--- src/rtl/tff_count_sequencer_if.sv ---
// Host <-> sequencer bundle for tff_count_sequencer.
// The host (master) issues run control and run parameters; the sequencer
// (slave) returns the counter state, the live toggle vector and status.
interface tff_count_sequencer_if #(
    parameter int WIDTH = 4
);
    logic             start;
    logic             stop;
    logic [1:0]       mode;
    logic [WIDTH-1:0] limit;
    logic [WIDTH-1:0] out;
    logic [WIDTH-1:0] t_en;
    logic             busy;
    logic             done;

    modport master (
        output start, stop, mode, limit,
        input  out, t_en, busy, done
    );

    modport slave (
        input  start, stop, mode, limit,
        output out, t_en, busy, done
    );
endinterface

--- src/rtl/tff_count_sequencer.sv ---
// Run-control sequencer for a T-flip-flop counter bank.
// The counter only ever changes as out <= out ^ t_en; this block builds the
// toggle vector for the latched count mode (binary up, binary down, Gray up)
// and sequences runs through IDLE / RUN / PAUSE / DONE with terminal-count
// detection against a latched limit.
// Optional feature macro: TFF_SEQ_GRAY_EN -- when defined, mode 2'b10 counts
// in Gray code; when undefined the Gray logic is absent and mode 2'b10
// counts binary up (as does the reserved mode 2'b11).
module tff_count_sequencer #(
    parameter int WIDTH = 4
) (
    input  logic                 Clk,
    input  logic                 Rst,
    tff_count_sequencer_if.slave bus
);

    typedef enum logic [1:0] {
        ST_IDLE  = 2'd0,
        ST_RUN   = 2'd1,
        ST_PAUSE = 2'd2,
        ST_DONE  = 2'd3
    } state_t;

    state_t           state_reg, state_next;
    logic [WIDTH-1:0] out_reg;
    logic [WIDTH-1:0] limit_reg;
    logic [1:0]       mode_reg;
    logic             busy_reg;
    logic             done_reg;

    logic [WIDTH-1:0] t_en_comb;
    logic             latch_en;
    logic [WIDTH-1:0] t_up;
    logic [WIDTH-1:0] t_down;
    logic [WIDTH-1:0] step_vec;

    // Binary up/down toggle vectors: bit i flips when every lower bit is
    // 1 (up) or 0 (down); bit 0 always flips. Wrap falls out naturally.
    assign t_up[0]   = 1'b1;
    assign t_down[0] = 1'b1;
    generate
        for (genvar gi = 1; gi < WIDTH; gi++) begin : g_bin_step
            assign t_up[gi]   = &out_reg[gi-1:0];
            assign t_down[gi] = &(~out_reg[gi-1:0]);
        end
    endgenerate

`ifdef TFF_SEQ_GRAY_EN
    logic [WIDTH-1:0] gray_bin;
    logic [WIDTH-1:0] gray_bin_inc;
    logic [WIDTH-1:0] gray_next;
    logic [WIDTH-1:0] t_gray;

    // Gray -> binary: each binary bit is the parity of the Gray bits at and
    // above it, written as a per-bit reduction to avoid a chained vector.
    generate
        for (genvar gi = 0; gi < WIDTH; gi++) begin : g_gray2bin
            assign gray_bin[gi] = ^out_reg[WIDTH-1:gi];
        end
    endgenerate

    assign gray_bin_inc = gray_bin + {{(WIDTH-1){1'b0}}, 1'b1};
    assign gray_next    = gray_bin_inc ^ (gray_bin_inc >> 1);
    assign t_gray       = out_reg ^ gray_next;
`endif

    // Select the step vector for the latched mode; reserved mode counts up.
    always_comb begin
        step_vec = t_up;
        case (mode_reg)
            2'b01:   step_vec = t_down;
`ifdef TFF_SEQ_GRAY_EN
            2'b10:   step_vec = t_gray;
`endif
            default: step_vec = t_up;
        endcase
    end

    // Next-state and toggle-vector decode. stop outranks start everywhere;
    // the terminal step in RUN outranks stop.
    always_comb begin
        state_next = state_reg;
        t_en_comb  = '0;
        latch_en   = 1'b0;
        case (state_reg)
            ST_IDLE: begin
                if (bus.start && !bus.stop) begin
                    t_en_comb  = out_reg;  // clears the bank to zero
                    latch_en   = 1'b1;
                    state_next = ST_RUN;
                end
            end
            ST_RUN: begin
                t_en_comb = step_vec;
                if ((out_reg ^ step_vec) == limit_reg) begin
                    state_next = ST_DONE;
                end else if (bus.stop) begin
                    state_next = ST_PAUSE;
                end
            end
            ST_PAUSE: begin
                if (bus.stop) begin
                    state_next = ST_IDLE;
                end else if (bus.start) begin
                    state_next = ST_RUN;
                end
            end
            ST_DONE: begin
                state_next = ST_IDLE;
            end
            default: begin
                state_next = ST_IDLE;
            end
        endcase
    end

    // State, T-flip-flop bank, run parameters and registered status flags.
    always_ff @(posedge Clk or posedge Rst) begin
        if (Rst) begin
            state_reg <= ST_IDLE;
            out_reg   <= '0;
            limit_reg <= '0;
            mode_reg  <= 2'b00;
            busy_reg  <= 1'b0;
            done_reg  <= 1'b0;
        end else begin
            state_reg <= state_next;
            out_reg   <= out_reg ^ t_en_comb;
            if (latch_en) begin
                mode_reg  <= bus.mode;
                limit_reg <= bus.limit;
            end
            busy_reg <= (state_next == ST_RUN) || (state_next == ST_PAUSE);
            done_reg <= (state_next == ST_DONE);
        end
    end

    assign bus.out  = out_reg;
    assign bus.t_en = t_en_comb;
    assign bus.busy = busy_reg;
    assign bus.done = done_reg;

endmodule

--- src/flat_wrapper.sv ---
// flat-port wrapper written by rule: the top's interface ports become plain ports
module tff_count_sequencer_flat 
#(
    parameter int WIDTH = 4
)
  (Clk, Rst, bus_start, bus_stop, bus_mode, bus_limit, bus_out, bus_t_en, bus_busy, bus_done);
  tff_count_sequencer_if #(.WIDTH(WIDTH)) bus_i ();
  input  logic Clk;
  input  logic Rst;
  input wire logic [$bits(bus_i.start)-1:0] bus_start;
  input wire logic [$bits(bus_i.stop)-1:0] bus_stop;
  input wire logic [$bits(bus_i.mode)-1:0] bus_mode;
  input wire logic [$bits(bus_i.limit)-1:0] bus_limit;
  output wire logic [$bits(bus_i.out)-1:0] bus_out;
  output wire logic [$bits(bus_i.t_en)-1:0] bus_t_en;
  output wire logic [$bits(bus_i.busy)-1:0] bus_busy;
  output wire logic [$bits(bus_i.done)-1:0] bus_done;
  assign bus_i.start = bus_start;
  assign bus_i.stop = bus_stop;
  assign bus_i.mode = bus_mode;
  assign bus_i.limit = bus_limit;
  assign bus_out = bus_i.out;
  assign bus_t_en = bus_i.t_en;
  assign bus_busy = bus_i.busy;
  assign bus_done = bus_i.done;
  tff_count_sequencer #(.WIDTH(WIDTH)) u_core (.Clk(Clk), .Rst(Rst), .bus(bus_i));
endmodule
--- config.mk ---
export PLATFORM = sky130hd
export DESIGN_NAME = tff_count_sequencer_flat
export DESIGN_NICKNAME = d
export VERILOG_FILES = /design/src/rtl/tff_count_sequencer_if.sv /design/src/rtl/tff_count_sequencer.sv /design/src/flat_wrapper.sv
export SDC_FILE = /design/constraint.sdc
export NUM_CORES = 1
export LEC_CHECK = 0
export CORE_UTILIZATION = 50
export DETAILED_ROUTE_END_ITERATION = 12
export GPL_ROUTABILITY_DRIVEN = 1
export GPL_TIMING_DRIVEN = 0
export PLACE_DENSITY = 0.77
export SLEW_MARGIN = 20
export SYNTH_ARGS = -nofsm -noshare
export SYNTH_HDL_FRONTEND = slang
export SYNTH_SLANG_ARGS = --single-unit
--- constraint.sdc ---
create_clock -name Clk -period 2.7 [get_ports Clk]
set_input_delay 0.27 -clock Clk [delete_from_list [all_inputs] [get_ports Clk]]
set_output_delay 0.27 -clock Clk [all_outputs]
set_load 0.03 [all_outputs]
==> flow_summary.toml, run 1 <==
[setup_path]
end_kind = "primary output"
cp_max_fo = 10
crit_path_start = "bus_stop"
cp.arrival_ps = 2180
rr_endpoint = "u_core.bus.busy$_DFF_PP0_"
rr_startpoint = "u_core.mode_reg[1]$_DFFE_PP0P_"
critical_path_required_ps = 2430
reg2reg_setup_slack_ps = 780
r2r_cells = 7
crit_type = "input port to primary output"
worstSetupStartpointType = "input port"

[detailed_routing]
vias = 630
final_antenna_net_count = 0
routedWlPerCell_um = 12.2
drtPass1Iterations = 3
via_per_inst = 5.21
routed_wl_um = 1470
drc = 0
drtIter0Drc = 2

[yosys]
ys.flop_type = "dfrtp_1"
synth_edf_count = 0
synth_top_family_by_area = "simple AND/OR/NAND/NOR gates"
ys_types = 29
ys_async_sr_fraction_pct = 100
avgSynthCellArea_um2 = 9.41
muxShareOfSynthArea_pct = 6.33
yosys_register_bits = 14
ys_warn_count = 0
synth_compound_area_share_pct = 9.02
yosys.area_share.simple_pct = 26.3
synthXorXnorAreaFrac_pct = 7.59
synth.cell_area_um2 = 791
synthAdderAreaFrac_pct = 1.58
synth-seq-area-share_pct = 44.3
syn_nets = 95
syn_inst = 84

[power]
p_leak_uw = 0.000477
power.density_mw_per_mm2 = 1240
peakVddDrop_v = 0.000691

[sta]
timing_hold_violations_final = 0
setup_viol = 0
max_slew_margin_pct = 64.3
rsz0062_at_grt = "false"
clock_skew_ps = 2.53
clock.fmax_mhz = 408
post-route-period-util_pct = 90.9
finalMaxSlewViolations = 0
tightest_slew_ps = 535
finalCriticalPeriod_ps = 2450
setup-tns-final_ps = 0

[job]
max_cap_violations = 0

[floorplanning]
start_util_pct = 57.2
die_x_um = 41.8
num_io_pins = 20
rows = 13
die_h_um = 41.8
dieArea_mm2 = 0.00174
core_area_mm2 = 0.00138

[global_route]
grt.total_usage_pct = 19.2
grt_pass1_wl_um = 2540
first_global_vias = 597
grt_max_degree = 15
overflow = 0
antenna_found_initial = 0

[outcome]
status = "completed"

[finish]
nNetsFinal = 119
areaGrowthSynthToFinish_pct = 29.6
layout_commonest_cell = "nand2_1"
mostFrequentLayoutCells = "nand2_1, clkdlybuf4s50_1, dfrtp_1, nor2_1, mux2i_1"
drive_gt1_share_pct = 13.2
diodes = 0
final_cells = 121

[clock_network]
clkTransAtPathRegs_ps = 80
cts-root-buf = "clkbuf_4"
cts_buffer_depth = 2
cts_max_level = 1
clock_sinks = 14
clk_latency_ps = 280
cts_buffers = 3
cts_tree = "yes"

[placement]
numPortBuffers = 19
dp.cells = 118
dp_hpwl_um = 1060
gp_congestion = 0.688

[min_path]
worstHoldPathType = "input port to async pin"
==> worst max path at each step <==
stage | endpoint | slack, ps | cells past startpoint
2_1_floorplan | u_core.bus.busy$_DFF_PP0_ | 850 | 7
5_1_grt | bus_t_en[0] | 110 | 7
3_3_place_gp | bus_t_en[1] | 80 | 6
3_5_place_dp | bus_t_en[1] | 50 | 6
6_report | bus_t_en[1] | 250 | 6
4_1_cts | bus_t_en[1] | 30 | 6
==> cell usage after synthesis (2+ instances only) <==
library cell | count | share of area (%)
nand2b_1 | 4 | 3.2
a32oi_1 | 2 | 2.2
mux2i_1 | 5 | 6.3
xnor2_1 | 4 | 4.4
a21o_1 | 2 | 1.9
dfrtp_1 | 14 | 44
buf_4 | 2 | 1.9
nand2_1 | 24 | 11
nor2_1 | 7 | 3.3
==> worst max-delay path, cell delays in order <==
cell and delay (ps):
clkdlybuf4s50_1 480, nor2_1 110, nand2_1 110, nor2_2 370, a21o_2 200, clkdlybuf4s50_1 650
==> logic make-up after synthesis <==
family,count (synthesis)
simple gates,42
flops,14
compound gates,10
xor+xnor,6
buf+inv,6
mux,5
fa+ha+maj,1
==> report_power, final <==
part | internal, uW | total (uW) | switching [uW] | leakage, uW
clock | 51.7 | 118 | 66.0 | 0.0000138
sequential | 310 | 396 | 86.4 | 0.000177
combinational | 355 | 753 | 398 | 0.000286
==> through the flow <==
stage / hold slack, ps / worst slack [ps] / cell area (um2) / utilization, % / total power, uW
6_report: 324 / 247 / 1020 / 74.1 / 1270
5_1_grt: 389 / 111 / 1020 / 74.1 / 1360
3_5_place_dp: 469 / 50.8 / 1000 / 72.3 / 1160
2_1_floorplan: 159 / 850 / 791 / - / 940
4_1_cts: 343 / 34.0 / 1020 / 73.9 / 1280
3_3_place_gp: 452 / 76.2 / 1000 / 72.3 / 1130
==> final cells by class <==
type	count	area (um2)
multi-input combinational	64	404
buffer	5	35.0
fill	112	358
clock buffer	3	22.5
tap	15	18.8
inverter	1	3.75
timing repair buffer	19	190
sequential	14	350
==> metal layers <==
layer / track usage (%) / share of wire (%) / vias to the layer above
met4: 9.68 / 0.81 / 0
met1: 25.3 / 47 / 290
li1: - / - / 323
met5: 0 / 0 / -
met3: 3.91 / 3.8 / 2
met2: 29.7 / 48 / 15
==> timing repair <==
item                                    4_1_cts  5_1_grt
endpoints found under the setup margin        0        4
buffers inserted                              0        0
hold buffers                                  0        0
gates resized for setup                       0        1
Power figures use the tool's default switching activity.
==> inputs of run 2 (changes only) <==
--- a/config.mk
+++ b/config.mk
@@ -5,6 +5,7 @@
 export SDC_FILE = /design/constraint.sdc
 export NUM_CORES = 1
 export LEC_CHECK = 0
+export CORE_MARGIN = 3
 export CORE_UTILIZATION = 50
 export DETAILED_ROUTE_END_ITERATION = 12
 export GPL_ROUTABILITY_DRIVEN = 1
==> run 2 against run 1 <==
Effect of this change:
- via count decreased by 1.3%
- count of clock-buffer cells in the layout unchanged
- non-clock buffer count did not move
- first-iteration DRC count rose to 3.0 times the previous value
- die area is 20% higher
- setup slack lost 9.9 ps
- global-route usage fell by 1.9 points
==> flow_summary.toml, run 2 (synthesis results as in run 1) <==
[finish]
areaGrowthSynthToFinish_pct = 29.6
layout_commonest_cell = "nand2_1"
nNetsFinal = 119
diodes = 0
mostFrequentLayoutCells = "nand2_1, clkdlybuf4s50_1, dfrtp_1, nor2_1, mux2i_1"
drive_gt1_share_pct = 13.2
design_area_mm2 = 0.00102

[sta]
rsz0062_at_grt = "false"
setup-tns-final_ps = 0
tightest_slew_ps = 541
timing_hold_violations_final = 0
finalMaxSlewViolations = 0
setup_viol = 0
clock.fmax_mhz = 406
timing.hold.ws_ps = 334
post-route-period-util_pct = 91.2
clock_skew_ps = 3.25
finalCriticalPeriod_ps = 2460
max_slew_margin_pct = 63.9

[power]
power.density_mw_per_mm2 = 1230
p_leak_uw = 0.000477
power_switching_uw = 544
p_clk_share_pct = 9.3
seq_power_share_pct = 31.4
combPwrFrac_pct = 59.4
p_sw_share_pct = 43.2
p_int_uw = 716
peakVddDrop_v = 0.000728

[clock_network]
clk_latency_ps = 270
cts_buffer_depth = 2
cts_buffers = 3
clkTransAtPathRegs_ps = 80
cts_max_level = 1
cts_hold_buf = 0
cts-root-buf = "clkbuf_4"
cts_tree = "yes"
clock_sinks = 14

[floorplanning]
core_area_mm2 = 0.00138
num_io_pins = 20
die_h_um = 45.8
rows = 13
die_x_um = 45.8
start_util_pct = 57.2
dieArea_mm2 = 0.00209

[detailed_routing]
drc = 0
routed_wl_um = 1480
routedWlPerCell_um = 12.2
via_per_inst = 5.14
drtPass1Iterations = 4
final_antenna_net_count = 0
vias = 622
drtIter0Drc = 6

[setup_path]
rr_endpoint = "u_core.bus.busy$_DFF_PP0_"
worstSetupStartpointType = "input port"
critical_path_required_ps = 2430
r2r_cells = 7
worstSetupEndpoint = "bus_t_en[1]"
crit_type = "input port to primary output"
cp.arrival_ps = 2190
rr_startpoint = "u_core.mode_reg[1]$_DFFE_PP0P_"
reg2reg_setup_slack_ps = 760
end_kind = "primary output"
cp_max_fo = 10
crit_path_start = "bus_stop"

[outcome]
status = "completed"

[placement]
dp_hpwl_um = 1120
place_area_um2 = 1000
numPortBuffers = 19
gp_congestion = 0.717

[job]
max_cap_violations = 0

[global_route]
first_global_vias = 597
antenna_found_initial = 0
grt_pass1_wl_um = 2510
overflow = 0
grt_max_degree = 15
grt.total_usage_pct = 17.3

[min_path]
worstHoldPathType = "input port to async pin"
[run 2: final cells by class]
cell class | instances | area [um2]
multi-input cells | 64 | 404
fillers | 112 | 358
flip-flops and latches | 14 | 350
repair buffers | 19 | 190
plain buffers | 5 | 35.0
clock buffers | 3 | 22.5
well taps | 15 | 18.8
inverters | 1 | 3.75
[run 2: power by group through the flow]
stage / Combinational, uW / Sequential (uW) / Clock [uW]
floorplan: 478 / 461 / 0
global placement: 739 / 392 / 0
detailed placement: 754 / 398 / 0
CTS: 757 / 394 / 120
global route: 823 / 409 / 131
finish: 748 / 396 / 117
[run 2: critical path, cell delays in order]
cell             delay [ps]
clkdlybuf4s50_1         480
nor2_1                  130
nand2_1                 120
nor2_2                  350
a21o_2                  190
clkdlybuf4s50_1         650
[run 2: repair_timing]
action | CTS | global route
setup endpoints to repair | 0 | 4
setup buffers | 0 | 0
resized for setup | 0 | 1
[run 2: metal layers]
metal | vias to the layer above | global-route usage (%) | routed length [um]
li1 | 324 | - | -
met1 | 283 | 21.0 | 694
met2 | 13 | 28.7 | 710
met3 | 2 | 2.37 | 63
met4 | 0 | 10.2 | 12
met5 | - | 0 | 0
[run 2: metrics by stage]
step                utilization [%]  worst slack, ps  instances  power (uW)
floorplan                         -              850         84         940
finish                         74.1              237        121        1260
global placement               72.3             73.7        118        1130
detailed placement             72.3             28.3        118        1150
global route                   74.1              106        121        1360
CTS                            73.9             18.6        121        1270
[run 2: worst min path at each step]
stage	from	endpoint	slack [ps]	depth (start not counted)
after global routing	Rst	u_core.bus.out[3]$_DFF_PP0_	360	2
after CTS	Rst	u_core.limit_reg[3]$_DFFE_PP0P_	350	2
final	Rst	u_core.limit_reg[3]$_DFFE_PP0P_	330	2
after floorplan	Rst	u_core.bus.busy$_DFF_PP0_	160	1
after detailed placement	u_core.mode_reg[0]$_DFFE_PP0P_	u_core.mode_reg[0]$_DFFE_PP0P_	470	2
after global placement	u_core.mode_reg[1]$_DFFE_PP0P_	u_core.mode_reg[1]$_DFFE_PP0P_	450	2
